### src/rtl/mem_arbiter.sv
// mem_arbiter
// Shares one memory port between two masters: m0 (instruction fetch) and
// m1 (load/store). Each master fires a one-cycle read and/or write strobe.
// The arbiter latches that request into a per-port slot, issues it to memory
// with a stable address, and waits for completion. It then returns read data
// and a one-cycle done pulse to the master that owns the transaction.
//
// Parameters
//   PRIO    : 0 = round-robin between m0/m1, 1 = fixed priority (m1 wins)
//   TIMEOUT : WAIT cycles without mem_done before an error completion (2..255)
//
// Ports
//   clk, rst_n                 : clock, synchronous active-low reset
//   mX_addr/wdata/wmask        : request fields, sampled with the strobe
//   mX_wstrobe/rstrobe         : one-cycle write/read request pulses
//   mX_rdata                   : registered read data, held until next completion
//   mX_done/err                : completion pulse, err qualifies it
//   mX_busy                    : request pending or in flight
//   mem_addr/wdata/wmask       : request to memory, held for the whole transaction
//   mem_wstrobe/rstrobe        : one-cycle strobes to memory
//   mem_rdata/done/active      : memory response; active = address is mapped
module mem_arbiter #(
  parameter int PRIO    = 0,
  parameter int TIMEOUT = 8
) (
  input  logic        clk,
  input  logic        rst_n,
  input  logic [31:0] m0_addr,
  input  logic [31:0] m0_wdata,
  input  logic [3:0]  m0_wmask,
  input  logic        m0_wstrobe,
  input  logic        m0_rstrobe,
  output logic [31:0] m0_rdata,
  output logic        m0_done,
  output logic        m0_err,
  output logic        m0_busy,
  input  logic [31:0] m1_addr,
  input  logic [31:0] m1_wdata,
  input  logic [3:0]  m1_wmask,
  input  logic        m1_wstrobe,
  input  logic        m1_rstrobe,
  output logic [31:0] m1_rdata,
  output logic        m1_done,
  output logic        m1_err,
  output logic        m1_busy,
  output logic [31:0] mem_addr,
  output logic [31:0] mem_wdata,
  output logic [3:0]  mem_wmask,
  output logic        mem_wstrobe,
  output logic        mem_rstrobe,
  input  logic [31:0] mem_rdata,
  input  logic        mem_done,
  input  logic        mem_active
);

  typedef enum logic [1:0] {IDLE, ISSUE, WAIT, COMPLETE} state_t;

  localparam logic [7:0] TimeoutCnt = 8'(TIMEOUT);

  state_t           state_q, state_d;
  logic             owner_q, owner_d;
  logic             rr_q, rr_d;
  logic             err_q, err_d;
  logic [7:0]       cnt_q, cnt_d;
  logic [1:0]       pend_q, pend_d;
  logic [1:0]       rd_q, rd_d, wr_q, wr_d;
  logic [1:0][31:0] addr_q, addr_d, wdata_q, wdata_d, rdata_q, rdata_d;
  logic [1:0][3:0]  wmask_q, wmask_d;
  logic [31:0]      maddr_q, maddr_d, mwdata_q, mwdata_d;
  logic [3:0]       mwmask_q, mwmask_d;

  logic [1:0][31:0] in_addr, in_wdata;
  logic [1:0][3:0]  in_wmask;
  logic [1:0]       in_rd, in_wr, done, accept, req;
  logic             other, grant, start;

  assign in_addr  = {m1_addr, m0_addr};
  assign in_wdata = {m1_wdata, m0_wdata};
  assign in_wmask = {m1_wmask, m0_wmask};
  assign in_rd    = {m1_rstrobe, m0_rstrobe};
  assign in_wr    = {m1_wstrobe, m0_wstrobe};
  assign other    = ~owner_q;

  assign done[0] = (state_q == COMPLETE) && !owner_q;
  assign done[1] = (state_q == COMPLETE) && owner_q;

  // A port accepts a new strobe when idle, or in the very cycle its done
  // pulses, because its slot is freed at the end of that cycle.
  assign accept = (in_rd | in_wr) & (~pend_q | done);
  // Requests being accepted this cycle count as pending for arbitration.
  // This lets a strobe in cycle T reach ISSUE in cycle T+1.
  assign req    = pend_q | accept;

  // Slot capture: latch the request fields and clear the slot on completion.
  always_comb begin
    pend_d  = pend_q;
    addr_d  = addr_q;
    wdata_d = wdata_q;
    wmask_d = wmask_q;
    rd_d    = rd_q;
    wr_d    = wr_q;
    for (int p = 0; p < 2; p++) begin
      if (done[p]) pend_d[p] = 1'b0;
      if (accept[p]) begin
        pend_d[p]  = 1'b1;
        addr_d[p]  = in_addr[p];
        wdata_d[p] = in_wdata[p];
        wmask_d[p] = in_wmask[p];
        rd_d[p]    = in_rd[p];
        wr_d[p]    = in_wr[p];
      end
    end
  end

  // Transaction sequencer and arbitration. The memory request registers are
  // loaded from the slot's next-state values so that a request latched in
  // the same edge is already visible in ISSUE.
  always_comb begin
    state_d  = state_q;
    owner_d  = owner_q;
    rr_d     = rr_q;
    err_d    = err_q;
    cnt_d    = cnt_q;
    rdata_d  = rdata_q;
    maddr_d  = maddr_q;
    mwdata_d = mwdata_q;
    mwmask_d = mwmask_q;
    grant    = 1'b0;
    start    = 1'b0;
    case (state_q)
      IDLE: begin
        if (|req) begin
          start = 1'b1;
          if (&req) grant = (PRIO == 1) ? 1'b1 : rr_q;
          else      grant = req[1];
        end
      end
      ISSUE: begin
        if (!mem_active) begin
          state_d          = COMPLETE;
          err_d            = 1'b1;
          rdata_d[owner_q] = '0;
        end else begin
          state_d = WAIT;
          cnt_d   = 8'd1;
        end
      end
      WAIT: begin
        if (mem_done) begin
          state_d          = COMPLETE;
          err_d            = 1'b0;
          rdata_d[owner_q] = mem_rdata;
          cnt_d            = '0;
        end else if (cnt_q == TimeoutCnt) begin
          state_d          = COMPLETE;
          err_d            = 1'b1;
          rdata_d[owner_q] = '0;
          cnt_d            = '0;
        end else begin
          cnt_d = cnt_q + 8'd1;
        end
      end
      COMPLETE: begin
        // The pointer names the port preferred next: the one not just served.
        rr_d = other;
        if (req[other]) begin
          start = 1'b1;
          grant = other;
        end else begin
          state_d = IDLE;
        end
      end
      default: state_d = IDLE;
    endcase
    if (start) begin
      state_d  = ISSUE;
      owner_d  = grant;
      err_d    = 1'b0;
      maddr_d  = addr_d[grant];
      mwdata_d = wdata_d[grant];
      mwmask_d = wmask_d[grant];
    end
  end

  always_ff @(posedge clk) begin
    if (!rst_n) begin
      state_q  <= IDLE;
      owner_q  <= 1'b0;
      rr_q     <= 1'b0;
      err_q    <= 1'b0;
      cnt_q    <= '0;
      pend_q   <= '0;
      rd_q     <= '0;
      wr_q     <= '0;
      addr_q   <= '0;
      wdata_q  <= '0;
      wmask_q  <= '0;
      rdata_q  <= '0;
      maddr_q  <= '0;
      mwdata_q <= '0;
      mwmask_q <= '0;
    end else begin
      state_q  <= state_d;
      owner_q  <= owner_d;
      rr_q     <= rr_d;
      err_q    <= err_d;
      cnt_q    <= cnt_d;
      pend_q   <= pend_d;
      rd_q     <= rd_d;
      wr_q     <= wr_d;
      addr_q   <= addr_d;
      wdata_q  <= wdata_d;
      wmask_q  <= wmask_d;
      rdata_q  <= rdata_d;
      maddr_q  <= maddr_d;
      mwdata_q <= mwdata_d;
      mwmask_q <= mwmask_d;
    end
  end

  assign mem_addr    = maddr_q;
  assign mem_wdata   = mwdata_q;
  assign mem_wmask   = mwmask_q;
  assign mem_wstrobe = (state_q == ISSUE) && wr_q[owner_q];
  assign mem_rstrobe = (state_q == ISSUE) && rd_q[owner_q];

  assign m0_rdata = rdata_q[0];
  assign m0_done  = done[0];
  assign m0_err   = done[0] && err_q;
  assign m0_busy  = pend_q[0];
  assign m1_rdata = rdata_q[1];
  assign m1_done  = done[1];
  assign m1_err   = done[1] && err_q;
  assign m1_busy  = pend_q[1];

endmodule

### config.mk
export PLATFORM = sky130hd
export DESIGN_NAME = mem_arbiter
export DESIGN_NICKNAME = d
export VERILOG_FILES = /design/src/rtl/mem_arbiter.sv
export SDC_FILE = /design/constraint.sdc
export NUM_CORES = 1
export LEC_CHECK = 0
export CAP_MARGIN = 20
export CORE_MARGIN = 2
export CORE_UTILIZATION = 51
export CTS_CLUSTER_SIZE = 24
export DETAILED_ROUTE_END_ITERATION = 12
export HOLD_SLACK_MARGIN = 0.1
export PLACE_DENSITY = 0.82
export REMOVE_ABC_BUFFERS = 1
export SETUP_SLACK_MARGIN = 0.2
export SYNTH_ARGS = -nofsm -noshare
export SYNTH_HDL_FRONTEND = slang
export SYNTH_SLANG_ARGS = --single-unit
### constraint.sdc
create_clock -name clk -period 4 [get_ports clk]
set_clock_uncertainty 0.05 [all_clocks]
set_input_delay 0.8 -clock clk [delete_from_list [all_inputs] [get_ports clk]]
set_output_delay 0.8 -clock clk [all_outputs]
set_load 0.1 [all_outputs]
======== After elaboration in Yosys (flattened, before gate mapping) ========
Index checks and enable logic that the tools add are counted.
storage, ports and cells
  memory bits (writable) .................. 0
  input bits .............................. 176
  latch bits .............................. 0
  bits in read-only memories .............. 0
  logic and storage cells ................. 118
  memories ................................ 0
  register bits after elaboration ......... 287
  output and inout port bits .............. 140
cells by class
  bitwise operators ....................... 9
  magnitude comparators ................... 4
  add/sub/neg operators ................... 1
  div/mod/pow operators ................... 0
  mux-type cells .......................... 50
  reductions and logical operators ........ 21
  shift-type cells ........................ 0
  eq/ne operators ......................... 10
  $mul .................................... 0
operator list
  cell                                                  count
  2-to-1 mux 32 bit                                     9
  2-to-1 mux 64 bit                                     3
  case mux 64 bit (2 select lines)                      1
  AND 64 bit                                            1
  bitwise mux 64 bit                                    1
  NOT 64 bit                                            1
  demux 32 bit (select 1 bit)                           1
  2-to-1 mux 8 bit                                      3
  2-to-1 mux 1 bit                                      20
  2-to-1 mux 4 bit                                      4
  case mux 8 bit (2 select lines)                       1
  AND reduction 3 bit                                   3
  adder 8 x 1 -> 8 bit (second input constant)          1
  equality test 8 x 4 -> 1 bit (second input constant)  1
  logical AND 1 bit                                     7
  < comparator 1 x 2 -> 1 bit (second input constant)   3
  2-to-1 mux 2 bit                                      3
  != test 2 bit (second input constant)                 3
  != test 3 bit (second input constant)                 2
  bitwise OR 2 bit                                      3
  case mux 1 bit (2 select lines)                       3
  case mux 2 bit (3 select lines)                       1
  nonzero test 2 bit                                    3
  equality test 2 bit (second input constant)           2
  other kinds (12)                                      15

======== Logic depth before layout (Yosys ltp) ========
  depth after elaboration ................. 11
  mapped depth ............................ 9
  mapped depth without buffers ............ 7

======== Worst setup path after synthesis ========
OpenSTA, ideal clock, no wires.
  path kind ............................... flip-flop to output port
  from .................................... reg state_q[1]
  to ...................................... out m0_err
  arrival time ............................ 2.284 ns
  slack ................................... 0.866 ns
  cell stages (with the launch flop) ...... 6
  cells stage by stage .................... dfxtp_1 ha_1 nand2b_1 buf_2 inv_1 and2_1
on the way
  longest elaborated chain between the ends .. 3
ends and longest elaborated chain
  element                 RTL line  source
  from (decl)             60        state_t state_q, state_d;
  from (signal assigned)  203       state_q <= state_d;
  equality test 2 bit     84        assign done[0] = (state_q == COMPLETE) && !owner_q;
  logical AND 1 bit       84
  net m0_done             34        output logic m0_done,
  logical AND 1 bit       229       assign m0_err = done[0] && err_q;
  to (decl)               35        output logic m0_err,
The timed path passes the listed nets, and every way through them passes these cells.

======== Final worst setup path ========
  from .................................... reg state_q[1]
  to ...................................... out m0_err
on the way
  longest elaborated chain between the ends .. 3
ends and longest elaborated chain
  element              RTL line
  equality test 2 bit  84
  logical AND 1 bit    84
  logical AND 1 bit    229
No other way between the ends.

==> results by group <==
Placed design
  • DP Wirelength: roughly 19000 um
  • Port Buffers: roughly 320
  • Routability cong.: around 0.82
  • Dpl cells: around 1600

Clocking
  • Clock sinks: ~290
  • Clock buffer count from CTS: 30
  • Setup Fix Bufs, Post-CTS: 0
  • Clk slew on worst S/H paths: about 0.06 ns
  • H-tree Lvls: 1
  • CTS Hold Bufs: 0
  • Post_cts resized: 0
  • Clock latency on the worst-skew pair: about 0.54 ns
  • CTS Buffer Depth: 3
  • Root Driver: clkbuf_16
  • CTS tree: done

Critical path
  • WP data arrival: approximately 2.2 ns
  • Worst EP required: ~3.2 ns
  • CP max FO: 7
  • Worst reg-to-reg setup slack: between 1 and 1.5 ns
  • Worst Setup End Kind: output port
  • Kind of critical path: flip-flop to output port
  • Launch point of the worst reg-to-reg path: state_q[1]$_SDFFE_PP0P_
  • Worst setup SP type: flip-flop
  • Critical Path Source: state_q[1]$_SDFFE_PP0P_
  • R2R cell count: 7

GRT
  • Number of global-route vias before repair: 8732
  • Initial antenna violation count: 1
  • Largest net degree at the start of global routing: around 120
  • Global route overflow: 0
  • Global-route wire length before repair: 45310 um
  • All-Layer GR Usage: 0.2464

Worst hold path
  • Hold Crit Class: flip-flop to flip-flop
  • Hold path start: mem_wdata[14]$_SDFFE_PN0P_
  • Hold Path Depth: 1

Die
  • Chip Height: between 150 and 200 um
  • Die X-Extent: 151.7 um
  • Total Die Area: ~23000 um^2
  • Initial core utilization: 0.5142
  • # IOs: around 320
  • Core area: 21620 um^2
  • FP Rows: between 50 and 60

STA
  • Hold Violations, Final: 0
  • Min cycle time layout: between 3 and 4 ns
  • Slew @ Worst Pin: roughly 1.1 ns
  • Fmax achieved: around 330 MHz
  • Final setup viols: 0
  • Final period util: 0.7522
  • Post-Route Setup TNS: 0 ns
  • Unrepaired setup endpoints after global routing: no
  • Final Slew Violations: 0
  • Normalized max-slew margin: 0.2963

Yosys
  • Ys flop type: dfxtp_1
  • Distinct cell type count after synthesis: 43
  • Post-Synthesis Cell Area: roughly 11000 um^2
  • Flops & latches, synth: around 290
  • EDFF count, synth: 0
  • Post-synth ARST share: 0
  • Sequential-to-total area share from yosys stat: 0.5168
  • Yosys Warn Count: 0
  • Syn_area_per_cell: slightly above 10 um^2
  • Mapped Cells: between 1000 and 1500

Final layout
  • Most frequent cells in the layout: clkdlybuf4s50_1 (308), dfxtp_1 (287), nor2b_1 (203), nand2_1 (153), mux2i_1 (139)
  • Area taken by multi-input logic gates: 5007 um^2
  • Total Nets Final: ~1600
  • Fraction of final layout cells sized beyond drive strength 1: 0.06115
  • Area grow syn2layout: 40.15%
  • Fill cells: ~1600
  • Sequential cell area: roughly 5700 um^2
  • Commonest non-fill, non-tap cell in the layout: clkdlybuf4s50_1
  • Finished Layout Cells: 1672

Outcome
  • Run status: completed

Power and ir drop
  • Cell Pwr Density: slightly above 700 nW/um^2
  • VDD IR max: 0.5566 mV
  • Pleak: about 6.2 nW

Drt
  • Vias per inst: ~5.3
  • Via count: approximately 8900
  • Router iterations before antenna repair: 7
  • Drt drc: 0
  • WL/cell: between 15 and 20 um
  • Post-Route WL: around 30000 um
  • Routed Antenna Nets: 0
  • Starting DRT DRC Count: between 400 and 500

Run
  • Max Cap Viol: 0
## layer usage
metal  part of all wire  up-vias  global-route usage  routed length, um
li1                   -     4332                   -                  -
met1               0.43     4274              0.3179              12840
met2               0.48      254              0.4126              14250
met3              0.067       52             0.05150               1996
met4              0.026        0             0.08102                782
met5                  0        -                   0                  0
## critical path: stages, from the launching register on
cell and delay, ns:
dfxtp_1 0.40, ha_1 0.35, nand2b_1 0.30, inv_1 0.15, and2_1 0.14, buf_4 0.29
## sequential cells by signal, indices dropped and copies added, names as in the netlist
signal and count:
addr_q 64, wdata_q 64, m0_rdata 32, m1_rdata 32
mem_addr 32, mem_wdata 32, cnt_q 8, wmask_q 8
mem_wmask 4, pend_q 2, rd_q 2, state_q 2
wr_q 2, err_q 1, owner_q 1, rr_q 1
## report_power, final
group	internal (W)	switching [W]
registers	0.00328	0.000208
logic	0.00127	0.00333
clock network	0.00202	0.00111
total	0.00657	0.00465
## synthesized netlist by cell type (3+ instances only)
library cell / instances / area [um^2]
dfxtp_1: 287 / 5746
nor2b_1: 204 / 1276
nand2_1: 154 / 578.1
mux2i_1: 139 / 1391
a32o_1: 68 / 680.7
a22oi_1: 64 / 480.5
clkbuf_1: 51 / 191.4
buf_2: 22 / 110.1
nor2_1: 12 / 45.04
a21boi_0: 8 / 60.06
inv_1: 8 / 30.03
ha_1: 7 / 87.58
o21ai_0: 7 / 35.03
buf_4: 6 / 45.04
a21oi_1: 4 / 20.02
nand3_1: 4 / 20.02
or3_1: 4 / 25.02
xor2_1: 4 / 35.03
and3_1: 3 / 18.77
nand4_1: 3 / 18.77
## logic make-up (layout without fill, tap and decap cells)
group,Yosys count,count (layout),synth area share
AND/OR/NAND/NOR,392,392,0.1831
buffers and inverters,90,394,0.03624
multiplexers,139,139,0.1251
flip-flops,287,287,0.5168
other,0,2,0
AO/OA/AOI/OAI,167,167,0.1277
adder cells (fa/ha/maj),7,7,0.007877
XOR/XNOR,4,4,0.003151
## final cells by class
| cell class | instances | share of cell area |
|---|---|---|
| well taps | 280 | 0.02248 |
| flip-flops and latches | 287 | 0.3687 |
| diodes | 2 | 0.0003212 |
| clock buffers | 37 | 0.05251 |
| clock inverters | 16 | 0.01959 |
| inverters | 8 | 0.001927 |
| repair buffers | 333 | 0.2131 |
| multi-input cells | 709 | 0.3213 |
## worst paths after layout
check | to
max | m0_err
min | mem_wdata[14]$_SDFFE_PN0P_
max reg2reg | mem_addr[5]$_SDFFE_PN0P_
min reg2reg | mem_wdata[14]$_SDFFE_PN0P_
## stage by stage
step / hold WS [ns] / cell area, um^2 / worst slack [ns] / utilization / total power, W
floorplan: 0.3928 / 10750 / -0.5427 / - / 0.006841
global placement: 0.3948 / 14450 / 0.7185 / 0.6685 / 0.008073
detailed placement: 0.4034 / 14450 / 0.6350 / 0.6685 / 0.008136
CTS: 0.4176 / 15580 / 0.9766 / 0.7205 / 0.01127
global route: 0.4278 / 15580 / 0.8899 / 0.7206 / 0.01163
finish: 0.4133 / 15580 / 0.9913 / 0.7207 / 0.01122
(Power assumes the default switching activity.)
